$ cat src/rtl/integrator.sv
// Saturating signed integrator: accumulates data_in on each data_en strobe,
// clamping the running sum to the representable range of MSB+1 bits.
// The new sum appears one clock after the strobe, together with
// data_en_out and the clamp flag sat_out.
module integrator #(
  parameter int MSB = 31
) (
  input  logic         clk,
  input  logic         rst,
  input  logic [MSB:0] data_in,
  input  logic         data_en,
  input  logic         clear,
  output logic [MSB:0] data_out,
  output logic         data_en_out,
  output logic         sat_out
);

  localparam logic signed [MSB:0] MAX_VAL = {1'b0, {MSB{1'b1}}};
  localparam logic signed [MSB:0] MIN_VAL = {1'b1, {MSB{1'b0}}};

  // Clamp a one-bit-wider sum back into MSB+1 bits.
  // The two top bits disagree exactly when the sum left the range.
  function automatic logic signed [MSB:0] sat_sum(input logic signed [MSB+1:0] s);
    logic signed [MSB:0] r;
    if (s[MSB+1] != s[MSB]) begin
      r = s[MSB+1] ? MIN_VAL : MAX_VAL;
    end else begin
      r = s[MSB:0];
    end
    return r;
  endfunction

  // Report whether sat_sum() would clamp this sum.
  function automatic logic sat_hit(input logic signed [MSB+1:0] s);
    return s[MSB+1] != s[MSB];
  endfunction

  logic signed [MSB:0]   din_p0;
  logic signed [MSB:0]   acc_p1;
  logic                  sat_p1;
  logic                  vld_p1;
  logic signed [MSB+1:0] sum_p0;
  logic signed [MSB:0]   acc_nxt;
  logic                  sat_nxt;
  logic                  vld_nxt;

  assign din_p0 = data_in;

  // ---- stage p0: widen, add and clamp against the current accumulator ----
  // Sign-extended sum at MSB+2 bits so no overflow can be lost before clamping.
  always_comb begin
    sum_p0 = {acc_p1[MSB], acc_p1} + {din_p0[MSB], din_p0};
  end

  // Select the next accumulator, flag and strobe; clear takes precedence
  // over accumulation, and clear with a sample restarts from that sample.
  always_comb begin
    acc_nxt = acc_p1;
    sat_nxt = sat_p1;
    vld_nxt = 1'b0;
    if (clear && data_en) begin
      acc_nxt = din_p0;
      sat_nxt = 1'b0;
      vld_nxt = 1'b1;
    end else if (clear) begin
      acc_nxt = '0;
      sat_nxt = 1'b0;
      vld_nxt = 1'b0;
    end else if (data_en) begin
      acc_nxt = sat_sum(sum_p0);
      sat_nxt = sat_hit(sum_p0);
      vld_nxt = 1'b1;
    end
  end

  // ---- stage p1: registered accumulator, clamp flag and output strobe ----
  // Reset clears everything immediately so no in-flight update survives it.
  always_ff @(posedge clk or posedge rst) begin
    if (rst) begin
      acc_p1 <= '0;
      sat_p1 <= 1'b0;
      vld_p1 <= 1'b0;
    end else begin
      acc_p1 <= acc_nxt;
      sat_p1 <= sat_nxt;
      vld_p1 <= vld_nxt;
    end
  end

  assign data_out    = acc_p1;
  assign data_en_out = vld_p1;
  assign sat_out     = sat_p1;

endmodule

$ cat config.mk
export PLATFORM = sky130hd
export DESIGN_NAME = integrator
export DESIGN_NICKNAME = d
export VERILOG_FILES = /design/src/rtl/integrator.sv
export SDC_FILE = /design/constraint.sdc
export NUM_CORES = 1
export LEC_CHECK = 0
export BUFFER_PORTS_ARGS = -buffer_cell sky130_fd_sc_hd__buf_4
export CAP_MARGIN = 20
export CORE_MARGIN = 10
export CORE_UTILIZATION = 57
export CTS_BUF_LIST = sky130_fd_sc_hd__clkbuf_8 sky130_fd_sc_hd__clkbuf_16
export DETAILED_ROUTE_END_ITERATION = 8
export PLACE_DENSITY = 0.82
export SLEW_MARGIN = 20
export SYNTH_ARGS = -nofsm -noshare
export SYNTH_HDL_FRONTEND = slang
export SYNTH_SLANG_ARGS = --single-unit
$ cat constraint.sdc
create_clock -name clk -period 3.9 [get_ports clk]
set_input_delay 0.78 -clock clk [delete_from_list [all_inputs] [get_ports clk]]
set_output_delay 0.78 -clock clk [all_outputs]
set_load 0.01 [all_outputs]
==> metrics.cfg <==
[yosys]
post_synth_num_cell_types = 56
synth_enable_flop_cells = 0
ys_ff_latch = 34
syn_avg_cell_area_um2 = 7.91
synth_fa_ha_area_share_pct = 11.7
synthMuxAreaShare_pct = 0.557
synth_seq_area_share_pct = 23.7
yosysWarnings = 0
synthArstFlopShare_pct = 100
syn_nets = 523
synthXorXnorAreaFrac_pct = 5.37
synth_top_family_by_area = compound AO/OA/AOI/OAI gates
yosys.area_share.simple_pct = 18.1
synth_compound_area_share_pct = 35.8
synthCells = 454
synthFlopType = dfrtp_1
synthesis.area_um2 = 3590

[cells_and_area]
final_util_pct = 70.7
antenna_cells = 0
areaGrowthSynthToFinish_pct = 18.7
fin_nets = 583
final_layout_size_suffix_gt1_share_pct = 21.2

[clock_tree]
htree_levels = 2
cts_buffer_depth = 2
post_cts_resized = 0
cts-root-buf = clkbuf_8
cts_buffers = 5
cts_tree = yes
clkLatencyLatePin_ns = 0.30
postCtsSetupRepairBufs = 0
cts.clk_slew.worst_paths_ns = 0.09
ctsHoldBuffers = 0
clock-sinks = 34

[timing]
maxSlewViolCount = 0
fin_crit_sh_pct = 84.6
fmax_mhz = 303
maxSlewHeadroom_pct = 55.9
setup_tns_ns = 0
rsz0062_at_grt = no
tightest_slew_ns = 0.661
fin_skew_ns = 0.0137
hold_viol_final = 0
setup_viol = 0
min_period_ns = 3.30

[routing]
wl_um = 10700
post_drt_via_cell_ratio = 6.39
ant_nets = 0
wl_met3_um = 623
drc = 0
routed.top_layer = met4
met2_length_um = 5230
drtIter0Drc = 228
met1Wirelength_um = 4590
firstDrtPassIters = 5
drt-wirelength-per-cell_um = 18.1
vias = 3773

[global_routing]
grt_pass1_vias = 3665
overflow = 0
antenna_found_initial = 0
grt_usage_pct = 20.5
grt_max_degree = 35
grt_pass1_wl_um = 17300

[placed_design]
gp_congestion = 0.964
dp_hpwl_um = 8290
io_buffers = 69

[critical_path]
crit_arrival_ns = 3.52
path_buf_inv = 2
cp_cell_sequence = buf_4 -> ha_1 -> fa_1 -> a211oi_1 -> o21a_2 -> a211oi_1 -> o211ai_1 -> nand2_2 -> and3_1 -> a221o_1 -> buf_4 -> o21ai_0
r2r_start = data_out[0]
cp.required_ns = 4.12
reg2reg_depth = 11
timing.rr.end = data_out[22]
max_stage_delay_ns = 0.43
critPathTopFamily = compound AO/OA/AOI/OAI gates
cp_slowest_cell = fa_1
crit_type = input port to flop
r2r_slack_ns = 0.79
end_kind = flop
cp_max_fo = 11
cp-start-kind = input port

[floorplanning]
core_um2 = 6030
rows = 28
start_util_pct = 59.6
die_x_um = 99.4
ios = 70
die_area_um2 = 9870
die_y_um = 99.4

[power_and_ir_drop]
p_per_area_nw_per_um2 = 580
p_leak_uw = 0.00202
peakVddDrop_mv = 0.302

[outcome]
status = complete, no violations

[min_path]
hp-start = data_out[19]
min_path_type = flop to flop
hold_depth = 2
whs_endpoint = data_out[19]

[flow_run]
max_cap_viol_count = 0

-- layer usage --
metal / up-vias / track usage (%)
met5: - / 0
met4: 0 / 6.84
met3: 19 / 3.94
met2: 129 / 35.6
met1: 1787 / 24.7
li1: 1838 / -
-- kinds of logic after synthesis --
group | count (synthesis)
mux | 2
fa+ha+maj | 33
simple gates | 132
xor+xnor | 22
compound gates | 193
flops | 34
buf+inv | 38
-- synthesized netlist by cell type (12+ instances only) --
| cell type | instances | area share (%) |
|---|---|---|
| a211oi_1 | 12 | 2.5 |
| a21o_1 | 17 | 3.6 |
| a21oi_1 | 40 | 5.6 |
| a22oi_1 | 32 | 6.7 |
| clkbuf_1 | 20 | 2.1 |
| dfrtp_1 | 34 | 24 |
| ha_1 | 32 | 11 |
| nand2_1 | 27 | 2.8 |
| nor2_1 | 30 | 3.1 |
| nor3_1 | 29 | 4.0 |
| o21ai_0 | 41 | 5.7 |
| xnor2_1 | 14 | 3.4 |
-- worst reg2reg max path: stages (launching register included) --
cell and delay (ns):
dfrtp_1 0.40, ha_1 0.23, fa_1 0.43, a211oi_1 0.24, o21a_2 0.23, a211oi_1 0.09, o211ai_1 0.28, nand2_2 0.12
and3_1 0.22, a221o_1 0.39, buf_4 0.21, o21ai_0 0.19
-- worst max path at each step --
| stage | from | endpoint | slack (ns) | depth (start not counted) |
|---|---|---|---|---|
| 2_1_floorplan | data_in[0] | data_out[29] | 0.54 | 13 |
| 4_1_cts | data_in[0] | data_out[22] | 0.58 | 12 |
| 3_3_place_gp | data_in[0] | data_out[25] | 0.42 | 12 |
| 5_1_grt | data_in[0] | data_out[20] | 0.43 | 12 |
| 6_report | data_in[0] | data_out[22] | 0.60 | 12 |
| 3_5_place_dp | data_in[0] | data_out[22] | 0.29 | 12 |
-- final cells by class --
class | count | area, um^2
multi-input combinational | 382 | 2580
fill | 498 | 1760
sequential | 34 | 851
timing repair buffer | 81 | 608
tap | 75 | 93.8
clock buffer | 6 | 82.6
inverter | 10 | 37.5
clock inverter | 2 | 12.5
-- report_power, final --
part           internal (uW)  switching, uW  leakage [uW]
logic                    715            939       0.00154
clock network            142            153     0.0000472
registers                444           77.6      0.000429
total                   1300           1170       0.00202
-- registers in the layout, summed over array words and instances, names as in the netlist --
| register | flops |
|---|---|
| data_en_out | 1 |
| data_out | 32 |
| sat_out | 1 |
-- metrics by stage --
| stage | instance area, um^2 | instances | setup slack, ns | total power [uW] | hold WS [ns] |
|---|---|---|---|---|---|
| 2_1_floorplan | 3590 | 454 | 0.542 | 1690 | 0.574 |
| 3_3_place_gp | 4170 | 582 | 0.423 | 2130 | 0.529 |
| 3_5_place_dp | 4170 | 582 | 0.286 | 2160 | 0.540 |
| 4_1_cts | 4260 | 590 | 0.580 | 2460 | 0.558 |
| 5_1_grt | 4260 | 590 | 0.429 | 2670 | 0.572 |
| 6_report | 4260 | 590 | 0.599 | 2470 | 0.552 |
-- cells in the final DEF, fill, tap and decap left out, types with 5 or more instances in the layout --
cell type  count
buf_4         81
o21ai_0       41
a21oi_1       39
dfrtp_1       34
a22oi_1       32
ha_1          32
nor2_1        29
nor3_1        29
nand2_1       27
a21o_1        17
xnor2_1       14
a211oi_1      12
inv_1         10
o21ai_2       10
and3_1         8
xor2_1         8
nand3_1        7
nand2b_1       7
clkbuf_8       6
o21bai_1       5
nand4_1        5
o21a_1         5
Power figures use the tool's default switching activity.
